[src/rtl/onehot_pulse_decoder.sv]
// ---------------------------------------------------------------------------
// onehot_pulse_decoder
//   Converts an accepted binary index into a registered one-hot strobe that is
//   held for PULSE_LEN cycles and then followed by GAP_LEN low cycles. A
//   valid/ready handshake throttles the source.
//
//   Optional feature (macro DEC_PENDING_EN): a one-entry pending slot. While a
//   pulse or gap is in progress, one request can be parked; it launches on the
//   cycle the FSM would otherwise return to IDLE, so back-to-back pulses need
//   no IDLE cycle in between. With the macro undefined, requests are only
//   taken in IDLE.
//
// Handshake: a request transfers on a rising clk edge where in_valid and
//   in_ready are both high. in_ready is decoded from registered state only and
//   never looks at in_valid; in_idx is sampled only when the transfer happens.
//
// Ports
//   clk          in   1      rising-edge clock
//   rst          in   1      asynchronous reset, active-high
//   in_valid     in   1      request valid
//   in_ready     out  1      request can be taken this cycle
//   in_idx       in   IDX_W  binary line index, sampled on accept
//   out_onehot   out  N_OUT  registered one-hot strobe (0 or exactly one bit)
//   out_active   out  1      high while a pulse is driven (|out_onehot)
//   err          out  1      registered one-cycle pulse: launched idx >= N_OUT
//   dbg_state_o  out  2      current FSM state (0=IDLE, 1=PULSE, 2=GAP)
// ---------------------------------------------------------------------------
module onehot_pulse_decoder #(
    parameter int N_OUT     = 8,
    parameter int IDX_W     = 3,
    parameter int PULSE_LEN = 4,
    parameter int GAP_LEN   = 1
) (
    input  logic             clk,
    input  logic             rst,
    input  logic             in_valid,
    output logic             in_ready,
    input  logic [IDX_W-1:0] in_idx,
    output logic [N_OUT-1:0] out_onehot,
    output logic             out_active,
    output logic             err,
    output logic [1:0]       dbg_state_o
);

    localparam int MAX_LEN = (PULSE_LEN > GAP_LEN) ?
                             ((PULSE_LEN > 2) ? PULSE_LEN : 2) :
                             ((GAP_LEN > 2) ? GAP_LEN : 2);
    localparam int CW = $clog2(MAX_LEN);

    localparam logic [CW-1:0]    PULSE_RELOAD = CW'(PULSE_LEN - 1);
    localparam logic [CW-1:0]    GAP_RELOAD   = CW'((GAP_LEN > 0) ? GAP_LEN - 1 : 0);
    // One extra bit so the range check also works when N_OUT == 2**IDX_W.
    localparam logic [IDX_W:0]   N_OUT_LIM    = (IDX_W + 1)'(N_OUT);
    localparam logic [N_OUT-1:0] LINE0        = N_OUT'(1);

    typedef enum logic [1:0] {
        IDLE  = 2'd0,
        PULSE = 2'd1,
        GAP   = 2'd2
    } state_t;

    state_t             state_q, state_d;
    logic [CW-1:0]      cnt_q, cnt_d;
    logic [N_OUT-1:0]   onehot_q, onehot_d;
    logic               err_q, err_d;

    logic               accept;
    logic               ret_idle;
    logic               launch_go;
    logic [IDX_W-1:0]   launch_idx;

`ifdef DEC_PENDING_EN
    logic               pend_full_q, pend_full_d;
    logic [IDX_W-1:0]   pend_idx_q, pend_idx_d;
    logic               accept_used;

    assign in_ready = (state_q == IDLE) | ~pend_full_q;
`else
    assign in_ready = (state_q == IDLE);
`endif

    assign accept      = in_valid & in_ready;
    assign out_onehot  = onehot_q;
    assign out_active  = |onehot_q;
    assign err         = err_q;
    assign dbg_state_o = state_q;

    always_comb begin
        state_d    = state_q;
        cnt_d      = cnt_q;
        onehot_d   = onehot_q;
        err_d      = 1'b0;
        ret_idle   = 1'b0;
        launch_go  = 1'b0;
        launch_idx = in_idx;
`ifdef DEC_PENDING_EN
        pend_full_d = pend_full_q;
        pend_idx_d  = pend_idx_q;
        accept_used = 1'b0;
`endif

        case (state_q)
            IDLE: begin
                if (accept) begin
                    launch_go = 1'b1;
`ifdef DEC_PENDING_EN
                    accept_used = 1'b1;
`endif
                end
            end
            PULSE: begin
                if (cnt_q != '0) begin
                    cnt_d = cnt_q - CW'(1);
                end else begin
                    onehot_d = '0;
                    if (GAP_LEN > 0) begin
                        state_d = GAP;
                        cnt_d   = GAP_RELOAD;
                    end else begin
                        ret_idle = 1'b1;
                    end
                end
            end
            GAP: begin
                if (cnt_q != '0) begin
                    cnt_d = cnt_q - CW'(1);
                end else begin
                    ret_idle = 1'b1;
                end
            end
            default: begin
                state_d  = IDLE;
                onehot_d = '0;
            end
        endcase

        if (ret_idle) begin
            state_d = IDLE;
            cnt_d   = '0;
`ifdef DEC_PENDING_EN
            // Parked request goes first; with an empty slot a request arriving
            // on this very cycle launches directly instead of being parked.
            if (pend_full_q) begin
                launch_go   = 1'b1;
                launch_idx  = pend_idx_q;
                pend_full_d = 1'b0;
            end else if (accept) begin
                launch_go   = 1'b1;
                accept_used = 1'b1;
            end
`endif
        end

`ifdef DEC_PENDING_EN
        if (accept && !accept_used) begin
            pend_full_d = 1'b1;
            pend_idx_d  = in_idx;
        end
`endif

        // Out-of-range indices produce only an error strobe and no pulse.
        if (launch_go) begin
            if ({1'b0, launch_idx} < N_OUT_LIM) begin
                onehot_d = LINE0 << launch_idx;
                state_d  = PULSE;
                cnt_d    = PULSE_RELOAD;
            end else begin
                onehot_d = '0;
                err_d    = 1'b1;
                state_d  = IDLE;
                cnt_d    = '0;
            end
        end
    end

    always_ff @(posedge clk or posedge rst) begin
        if (rst) begin
            state_q  <= IDLE;
            cnt_q    <= '0;
            onehot_q <= '0;
            err_q    <= 1'b0;
        end else begin
            state_q  <= state_d;
            cnt_q    <= cnt_d;
            onehot_q <= onehot_d;
            err_q    <= err_d;
        end
    end

`ifdef DEC_PENDING_EN
    always_ff @(posedge clk or posedge rst) begin
        if (rst) begin
            pend_full_q <= 1'b0;
            pend_idx_q  <= '0;
        end else begin
            pend_full_q <= pend_full_d;
            pend_idx_q  <= pend_idx_d;
        end
    end
`endif

endmodule
[config.mk]
export PLATFORM = sky130hd
export DESIGN_NAME = onehot_pulse_decoder
export DESIGN_NICKNAME = d
export VERILOG_FILES = /design/src/rtl/onehot_pulse_decoder.sv
export SDC_FILE = /design/constraint.sdc
export NUM_CORES = 1
export LEC_CHECK = 0
export ABC_AREA = 1
export ABC_CLOCK_PERIOD_IN_PS = 1600
export CAP_MARGIN = 15
export CORE_ASPECT_RATIO = 0.7
export CORE_UTILIZATION = 31
export DETAILED_ROUTE_END_ITERATION = 6
export GPL_ROUTABILITY_DRIVEN = 0
export GPL_TIMING_DRIVEN = 0
export SETUP_SLACK_MARGIN = 0.15
export SLEW_MARGIN = 20
export SYNTH_ARGS = -nofsm -noshare
export SYNTH_HDL_FRONTEND = slang
export SYNTH_SLANG_ARGS = --single-unit
[constraint.sdc]
create_clock -name clk -period 1.6 [get_ports clk]
set_clock_uncertainty 0.1 [all_clocks]
set_input_delay 0.16 -clock clk [delete_from_list [all_inputs] [get_ports clk]]
set_output_delay 0.16 -clock clk [all_outputs]
set_load 0.02 [all_outputs]
==> results of run 1 <==
==> path summary, 6_finish.rpt <==
check	end	slack, ns	depth (start not counted)
setup / recovery	out_active	0.13	3
min in group clk	out_onehot[6]	0.42	2
setup reg to reg	dbg_state_o[1]	0.24	7
hold reg to reg	out_onehot[6]	0.42	2
max in group asynchronous	dbg_state_o[1]	0.99	2
hold / removal	out_onehot[5]	0.08	2
==> report_power, final <==
part           total, mW  internal, mW  switching, mW
combinational      0.959         0.390          0.569
clock              0.204        0.0968          0.107
sequential         0.461         0.390         0.0713
==> layer usage <==
| metal | wire, µm | vias to the layer above | part of all wire | global-route usage |
|---|---|---|---|---|
| met1 | 709 | 291 | 0.47 | 0.163 |
| met3 | 79 | 5 | 0.052 | 0.0662 |
| met5 | 0 | - | 0 | 0 |
| li1 | - | 318 | - | - |
| met2 | 697 | 16 | 0.46 | 0.265 |
| met4 | 27 | 0 | 0.018 | 0.0915 |
==> area by class of cell <==
type,instances,area share
buffer,2,0.0202
clock buffer,4,0.0282
tap,22,0.0296
sequential,12,0.325
multi-input combinational,61,0.368
inverter,11,0.0444
timing repair buffer,19,0.184
==> cell families (layout without fill, tap and decap cells) <==
family / Yosys count / count (layout)
AO/OA/AOI/OAI: 5 / 5
adder cells (fa/ha/maj): 4 / 4
buffers and inverters: 13 / 36
flip-flops: 12 / 12
other: 1 / 1
AND/OR/NAND/NOR: 51 / 51
==> cell usage after synthesis, drive strengths merged <==
master and n:
inv 11, nor4 2, nor2 8, nand2 28, dfrtp 12, nand3 13, a21oi 1, buf 2
ha 4, o21ai 4, conb 1
==> sequential cells by signal (all words and copies together) (netlist names) <==
signal       count
cnt_q            2
dbg_state_o      2
out_onehot       8
==> critical path, cell delays in order (launching register included) <==
cell and delay [ns]:
dfrtp_1 0.40, nor4_2 0.29, nand2_1 0.10, buf_6 0.14
==> metrics by stage <==
step                TNS (ns)   util
finish                     0  0.481
global route               0  0.481
CTS                        0  0.454
detailed placement   -0.0202  0.448
global placement    -0.00587  0.448
floorplan                  0      -
==> timing repair <==
item / 4_1_cts / 5_1_grt
buffers inserted: 0 / 2
resized for setup: 21 / 9
setup endpoints to repair: 19 / 14
pin swaps: 1 / 3
==> impl_metrics.csv, run 1 <==
group,metric,value,unit
setup_path,crit_fanout,3,
grt,grt_overflow_total,0,
placement,portBuffers,17,
timing,holdWs,0.0777,ns
clock_tree,cts.htree.levels,1,
final_layout,antenna_cells,0,
grt,grt.total_usage,0.153,
outcome,status,"complete, but fails checks",
final_layout,fillers,208,
synth,synth_area_leaders,"dfrtp_1, nand2_1, nand3_1, ha_1, inv_1",
timing,finalCritPeriodShare,0.921,
synth,yosysTopAreaCell,"dfrtp_1",
routing,final_antenna_net_count,0,
pwr,power_leakage,0.532,nW
setup_path,crit_path_end_kind,"primary output",
synth,synth-simple-area-share,0.339,
outcome,violations,"design-rule violations",
run,maxCapViolations,0,
synth,ys_warn_count,0,
routing,viasPerCell,4.81,
final_layout,final_nets,120,
clock_tree,holdBufCountCts,0,
die,pin_count,19,
synth,synth_compound_area_frac,0.0377,
synth,ys_ff_latch,12,
clock_tree,cts_tree,"built",
synth,synth-xor-area-share,0,
die,rows,13,
routing,wl_per_cell,11.6,µm
timing,timing_hold_violations_final,0,
timing,fmax,679,MHz
final_layout,area_delta_synth_final,40.1,%
clock_tree,cts_buffer_depth,2,
timing,setup_slack,0.127,ns
timing,finalSetupViolCount,0,
final_layout,multi_input_area,343,µm²
grt,grt_pass1_vias,551,
setup_path,reg2reg_from,"dbg_state_o[0]",
die,die-area,0.00234,mm²
routing,vias,630,
placement,post_dp_cell_area,867,µm²
final_layout,layout_common_cells,"nand2_1, nand3_1, dfrtp_1, dlygate4sd2_1, inv_1",
routing,drt-total-wl,1510,µm
synth,yosysSeqAreaShare,0.452,
timing,final-max-slew-violation-count,0,
clock_tree,cts_sinks,12,
placement,post-place-ws,-0.0202,ns
placement,hpwl,1130,µm
pwr,ir_worst_vdd,0.000539,V
timing,rsz0062_at_grt,"true",
grt,grt_max_degree,13,
pwr,power,1.62,mW
synth,synth_fa_ha_area_frac,0.0753,
routing,drc_errors,2,
placement,dp.cells,125,
synth,postSynthCellCount,86,
final_layout,register_area,303,µm²
setup_path,cp_data_required_time,1.34,ns
clock_tree,clk_latency,0.28,ns
clock_tree,numCtsBuffers,3,
clock_tree,clkTransAtPathRegs,0.08,ns
timing,period_needed,1.47,ns
pwr,powerDensity,1740,mW/mm²
die,die_w,57.3,µm
final_layout,final_common_cell,"nand2_1",
final_layout,layout.cells.non_filler,131,
final_layout,drive_gt1_frac,0.202,
grt,antenna_found_initial,0,
synth,syn-num-nets,96,
die,die_h,40.7,µm
synth,syn-mean-instance-area,7.73,µm²
setup_path,crit_arrival,1.21,ns
grt,grt_pass1_wl,2370,µm
synth,synth_top_cell_area_share,0.452,
setup_path,crit_start,"out_onehot[1]",
routing,drtIter0Drc,7,
clock_tree,clk_root_buffer_cell,"clkbuf_4",
setup_path,critPathLaunchType,"register",
synth,synthMuxAreaShare,0,
setup_path,worstSetupPathType,"reg -> out",
synth,synth_top_family_by_area,"simple AND/OR/NAND/NOR gates",
die,initial_core_util,0.343,
final_layout,final_cell_area,931,µm²
synth,ys_types,16,
hold_path,min_path_type,"in -> async",
routing,drt_first_pass_iters,6,
synth,syn-cell-area,664,µm²
die,core_area,0.00194,mm²
(Power assumes the default switching activity.)
==> run 2: changes to the inputs <==
SLEW_MARGIN = unset   (was 20)
==> results of run 2 <==
Same layout as run 1: the final DEF is identical, and so are final timing and power.
